$ cat config.mk
export PLATFORM = sky130hd
export DESIGN_NAME = len_to_tkeep_packetizer
export DESIGN_NICKNAME = d
export VERILOG_FILES = /design/src/rtl/len_to_tkeep_packetizer_pkg.sv /design/src/rtl/len_to_tkeep_packetizer_mask.sv /design/src/rtl/len_to_tkeep_packetizer.sv
export SDC_FILE = /design/constraint.sdc
export NUM_CORES = 1
export LEC_CHECK = 0
export CAP_MARGIN = 10
export CORE_ASPECT_RATIO = 1.1
export CORE_MARGIN = 2
export CORE_UTILIZATION = 24
export CTS_BUF_LIST = sky130_fd_sc_hd__clkbuf_8 sky130_fd_sc_hd__clkbuf_16
export CTS_CLUSTER_SIZE = 40
export DETAILED_ROUTE_END_ITERATION = 6
export GPL_ROUTABILITY_DRIVEN = 0
export GPL_TIMING_DRIVEN = 0
export HOLD_SLACK_MARGIN = 0.05
export PLACE_DENSITY = 0.56
export SYNTH_ARGS = -nofsm -noshare
export SYNTH_HDL_FRONTEND = slang
export SYNTH_HIERARCHICAL = 1
export SYNTH_SLANG_ARGS = --single-unit
$ cat constraint.sdc
create_clock -name clk -period 2.55 [get_ports clk]
set_input_delay 0.51 -clock clk [delete_from_list [all_inputs] [get_ports clk]]
set_output_delay 0.51 -clock clk [all_outputs]
set_load 0.02 [all_outputs]
$ cat src/rtl/len_to_tkeep_packetizer_pkg.sv
// Shared definitions for the length-to-TKEEP packetizer: FSM encoding,
// bus geometry helpers and the TKEEP byte-order convention.
package len_to_tkeep_packetizer_pkg;

    // TKEEP polarity: the MSB of the keep vector describes byte 0 (big-endian).
    localparam bit KEEP_MSB_IS_BYTE0 = 1'b1;

    typedef enum logic {
        ST_IDLE   = 1'b0,
        ST_STREAM = 1'b1
    } pkt_state_t;

    function automatic int bytes_of(input int data_width);
        return data_width / 8;
    endfunction

    function automatic int lb_of(input int data_width);
        return $clog2(data_width / 8);
    endfunction

endpackage

$ cat src/rtl/len_to_tkeep_packetizer_mask.sv
// Combinational count-minus-one to left-aligned TKEEP mask; the inverse of the
// TKEEP-to-length encoder. count_m1 = 0 keeps byte 0 only.
module len_to_tkeep_mask
    import len_to_tkeep_packetizer_pkg::*;
#(
    parameter int BYTES = 8,
    parameter int LB    = $clog2(BYTES)
) (
    input  logic [LB-1:0]    count_m1,
    output logic [BYTES-1:0] mask
);

    always_comb begin
        mask = '0;
        for (int i = 0; i < BYTES; i++) begin
            if (LB'(i) <= count_m1) begin
                if (KEEP_MSB_IS_BYTE0) mask[BYTES-1-i] = 1'b1;
                else                   mask[i]         = 1'b1;
            end
        end
    end

endmodule

$ cat src/rtl/len_to_tkeep_packetizer.sv
// Accepts a length-minus-one command, then tags the following payload beats
// with a left-aligned TKEEP and TLAST through a one-entry output register.
module len_to_tkeep_packetizer
    import len_to_tkeep_packetizer_pkg::*;
#(
    parameter int DATA_WIDTH = 64,
    parameter int LEN_WIDTH  = 16
) (
    input  logic                      clk,
    input  logic                      rst_n,
    input  logic [LEN_WIDTH-1:0]      cmd_len,
    input  logic                      cmd_valid,
    output logic                      cmd_ready,
    input  logic [DATA_WIDTH-1:0]     s_tdata,
    input  logic                      s_tvalid,
    output logic                      s_tready,
    output logic [DATA_WIDTH-1:0]     m_tdata,
    output logic [DATA_WIDTH/8-1:0]   m_tkeep,
    output logic                      m_tlast,
    output logic                      m_tvalid,
    input  logic                      m_tready
);

    localparam int BYTES = bytes_of(DATA_WIDTH);
    localparam int LB    = lb_of(DATA_WIDTH);
    localparam int BW    = LEN_WIDTH - LB;

    pkt_state_t        state;
    logic              stream_q;
    logic [BW-1:0]     beats_left;
    logic [LB-1:0]     last_bytes;
    logic [BYTES-1:0]  last_mask;
    logic              beat_accept;
    logic              final_beat;

    // Output slot is free when empty or being drained this cycle.
    assign s_tready    = stream_q && (!m_tvalid || m_tready);
    assign beat_accept = s_tvalid && s_tready;
    assign final_beat  = (beats_left == '0);

    len_to_tkeep_mask #(
        .BYTES (BYTES),
        .LB    (LB)
    ) u_mask (
        .count_m1 (last_bytes),
        .mask     (last_mask)
    );

    always_ff @(posedge clk or negedge rst_n) begin
        if (!rst_n) begin
            state      <= ST_IDLE;
            cmd_ready  <= 1'b1;
            stream_q   <= 1'b0;
            beats_left <= '0;
            last_bytes <= '0;
        end else begin
            case (state)
                ST_IDLE: begin
                    if (cmd_valid) begin
                        beats_left <= cmd_len[LEN_WIDTH-1:LB];
                        last_bytes <= cmd_len[LB-1:0];
                        state      <= ST_STREAM;
                        cmd_ready  <= 1'b0;
                        stream_q   <= 1'b1;
                    end
                end
                ST_STREAM: begin
                    if (beat_accept) begin
                        if (final_beat) begin
                            state     <= ST_IDLE;
                            cmd_ready <= 1'b1;
                            stream_q  <= 1'b0;
                        end else begin
                            beats_left <= beats_left - BW'(1);
                        end
                    end
                end
                default: begin
                    state     <= ST_IDLE;
                    cmd_ready <= 1'b1;
                    stream_q  <= 1'b0;
                end
            endcase
        end
    end

    // Output register runs independently of the FSM so the last beat can
    // drain while the next command is being taken.
    always_ff @(posedge clk or negedge rst_n) begin
        if (!rst_n) begin
            m_tvalid <= 1'b0;
            m_tdata  <= '0;
            m_tkeep  <= '0;
            m_tlast  <= 1'b0;
        end else if (beat_accept) begin
            m_tvalid <= 1'b1;
            m_tdata  <= s_tdata;
            m_tkeep  <= final_beat ? last_mask : '1;
            m_tlast  <= final_beat;
        end else if (m_tready) begin
            m_tvalid <= 1'b0;
        end
    end

endmodule

==> out/results.tsv <==
metric	value	unit
ranking of synthesized cells by instance count	218 x sky130_fd_sc_hd__nand2_1, 92 x sky130_fd_sc_hd__dfrtp_1, 15 x sky130_fd_sc_hd__a21oi_1	
Placement Setup Slack	-0.0471	ns
unrepaired setup endpoints after global routing	no	
Std-Cell Core Area	16200	sq um
post-synthesis xor/xnor area fraction	0	%
clock power share	30.2	%
overflow left after global routing	0	
Seq cells post-synth	93	
endpoint class of the critical path	primary output	
initial antenna violation count	0	
combinational share of power	30.1	%
average size of a mapped cell	9.05	sq um
crit path DAT	1.86	ns
number of sinks handled by clock tree synthesis	93	
EDFF count, synth	0	
worst setup path startpoint	m_tready	
Post-Synthesis Cells	435	
TritonCTS clock tree	yes	
Hold Violations, Final	0	
proportion of layout cells with a drive suffix above 1	6.37	%
buffer count from post-CTS setup fixing	0	
number of maximum-capacitance constraint violations	0	
Simple-Gate Fraction of Synth Area	27.4	%
DRT Wirelength	11300	microns
Total Die Area	17400	sq um
deepest clock path buffer count	2	
destination of the critical timing path	s_tready	
Final setup viols	0	
complex-gate fraction of the synthesized area	8.90	%
# hold bufs at CTS	0	
count of input and output buffers	160	
detail-routed via count per cell	4.32	
part of the cycle the worst path needs	92.8	%
static leakage	2.82	nW
via count	3526	
Data required, critical path	2.04	ns
worst r2r src	beats_left[0]$_DFFE_PN0P_	
transition at the pin with the smallest max-transition slack	0.607	ns
largest fanout of any net on the critical path	4	
largest area contributor in the synthesized netlist	sky130_fd_sc_hd__dfrtp_1	
top-area cell type share of the netlist area	58.5	%
sequential area share after synthesis	59.1	%
combined area of the multi-input logic cells	1480	sq um
number of global-route vias before repair	3508	
combinational family with the most area after synthesis	simple AND/OR/NAND/NOR gates	
top cells by area in the synthesized netlist	sky130_fd_sc_hd__dfrtp_1 58%, sky130_fd_sc_hd__nand2_1 21%, sky130_fd_sc_hd__o22a_1 2.2%	
overall fraction of global-route tracks in use	13.2	%
clock-pin transition on the worst setup and hold timing paths	0.07	ns
number of antenna-violating nets in the routed design	0	
P_sw	1.66	mW
Top Ports	161	
TNS Setup	0	ns
Overall Power	5.14	mW
iteration-0 DRC count of the detailed router	108	
total iterations of the first detailed-routing run	4	
DRC violation count after routing	0	
ys async rst share	100	%
post-layout util	38.1	%
most common flop cell mapped by yosys	sky130_fd_sc_hd__dfrtp_1	
number of placement rows	49	
power density relative to cell area	834	nW/um^2
Final #Nets	694	
buffer type at the clock tree root	sky130_fd_sc_hd__clkbuf_16	
Area growth syn-to-layout	56.6	%
filler instances	1650	
sequential power share	39.7	%
switching fraction of total power	32.2	%
flip-flop and latch area	2330	sq um
number of gates resized after CTS	0	
register-to-register setup slack	0.55	ns
category of the worst setup path launch point	input port	
share of cell area taken by muxes after synthesis	0.508	%
maximum clock frequency	0.423	GHz
count of unique library cells instantiated by Yosys	45	
net count after synthesis	522	
Peak supply drop	0.319	mV
HPWL after detailed placement	8470	microns
r2r endpoint	beats_left[10]$_DFFE_PN0P_	
path type of the worst setup path	input port to primary output	
count of yosys warnings during synthesis	6	
Synth Cell Area	3940	sq um
total number of H-tree levels	3	
number of CTS-inserted buffers	9	
Power Internal	3.48	mW
Antenna Diode Count	0	
Relative slew margins	59.5	%
slack of the critical path	0.184	ns
first-pass GRT wire length	18300	microns
DR WL/cell	13.9	microns
most used standard cell by instance count after synthesis	sky130_fd_sc_hd__nand2_1	
Die H	138	microns
width of the die	126	microns
clock period minus worst slack	2.37	ns
largest net degree at the start of global routing	59	
result of the run	finished clean	
max-slew violations	0	
starting density of the core	24.3	%
worst skew pair latency	0.34	ns
worst setup skew after layout	0.00756	ns
adder and majority cell fraction of the synthesized area	0.636	%
Min-Delay Path Class	input port to async pin	
depth of the worst register-to-register path	7	
==> worst min-delay path by stage <==
stage,slack (ns),depth (start not counted),endpoint
finish,0.13,1,m_tdata[46]$_DFFE_PN0P_
global placement,0.46,2,m_tdata[4]$_DFFE_PN0P_
CTS,0.13,1,m_tdata[46]$_DFFE_PN0P_
global route,0.16,1,m_tdata[43]$_DFFE_PN0P_
detailed placement,0.46,2,m_tdata[15]$_DFFE_PN0P_
floorplan,0.21,0,beats_left[0]$_DFFE_PN0P_
==> registers in the layout, indices dropped and copies added (netlist names) <==
register    flops
m_tdata        64
beats_left     13
m_tkeep         8
last_bytes      3
cmd_ready       1
m_tlast         1
m_tvalid        1
state           1
stream_q        1
==> worst max-delay path: stages <==
cell,delay (ns)
sky130_fd_sc_hd__clkdlybuf4s50_1,0.44
sky130_fd_sc_hd__nand2b_1,0.15
sky130_fd_sc_hd__and2_1,0.14
sky130_fd_sc_hd__clkdlybuf4s50_1,0.61
==> cells by family (layout without fill, tap and decap cells) <==
| family | after synthesis | count (layout) |
|---|---|---|
| AOI/OAI and AO/OA | 53 | 53 |
| adders and majority gates | 2 | 2 |
| buffers and inverters | 30 | 207 |
| DFF | 93 | 93 |
| muxes | 2 | 2 |
| other | 1 | 1 |
| and+or+nand+nor | 254 | 254 |
==> final cells by class <==
class	instances	area share, %
Sequential cell	93	37.8
Timing Repair Buffer	161	26.4
Multi-Input combinational cell	312	24.0
Tap cell	204	4.14
Clock buffer	9	3.65
Clock inverter	7	1.99
Buffer	24	1.74
Inverter	6	0.365
==> power by group through the flow <==
stage | sequential (mW) | combinational [mW] | clock, mW
after floorplan | 2.26 | 0.619 | 0
after global placement | 2.05 | 1.54 | 0
after detailed placement | 2.07 | 1.57 | 0
after CTS | 2.04 | 1.57 | 1.61
after global routing | 2.09 | 1.70 | 1.67
final | 2.04 | 1.55 | 1.55
==> placed cells by master (no fill, tap or decap), types with 2 or more instances in the layout <==
cell,netlist,final
sky130_fd_sc_hd__bufinv_16,0,3
sky130_fd_sc_hd__mux2i_1,2,2
sky130_fd_sc_hd__inv_1,6,6
sky130_fd_sc_hd__o21ai_0,7,7
sky130_fd_sc_hd__buf_1,3,3
sky130_fd_sc_hd__o22a_1,10,10
sky130_fd_sc_hd__ha_1,2,2
sky130_fd_sc_hd__o22ai_1,7,7
sky130_fd_sc_hd__o21ai_1,4,4
sky130_fd_sc_hd__a31o_2,2,2
sky130_fd_sc_hd__buf_4,1,2
sky130_fd_sc_hd__nor3_1,2,2
sky130_fd_sc_hd__or2_1,2,2
sky130_fd_sc_hd__or2b_1,2,2
sky130_fd_sc_hd__clkbuf_1,14,14
sky130_fd_sc_hd__clkinvlp_4,0,2
sky130_fd_sc_hd__nand2b_1,2,2
sky130_fd_sc_hd__nand2_1,218,218
sky130_fd_sc_hd__dfrtp_1,92,92
sky130_fd_sc_hd__nand4_1,2,2
sky130_fd_sc_hd__clkbuf_16,0,9
sky130_fd_sc_hd__buf_2,5,5
sky130_fd_sc_hd__clkdlybuf4s50_1,0,159
sky130_fd_sc_hd__nor2_1,6,6
sky130_fd_sc_hd__nand3_1,3,3
sky130_fd_sc_hd__or3_1,4,4
sky130_fd_sc_hd__o2bb2a_1,2,2
sky130_fd_sc_hd__a31oi_1,2,2
sky130_fd_sc_hd__a21oi_1,15,15
==> metal layers <==
metal	vias to the layer above	track usage (%)	wire, microns
met3	15	3.41	636
met4	0	5.38	205
li1	1744	-	-
met1	1653	16.9	5130
met2	114	21.1	5360
met5	-	0	0
==> per-stage QoR <==
| stage | cells | hold WS (ns) | instance area (sq um) |
|---|---|---|---|
| floorplan | 435 | 0.214 | 3940 |
| global placement | 799 | 0.458 | 5790 |
| detailed placement | 800 | 0.462 | 5820 |
| CTS | 816 | 0.134 | 6170 |
| global route | 816 | 0.156 | 6170 |
| finish | 816 | 0.127 | 6170 |
Power figures use the tool's default switching activity.
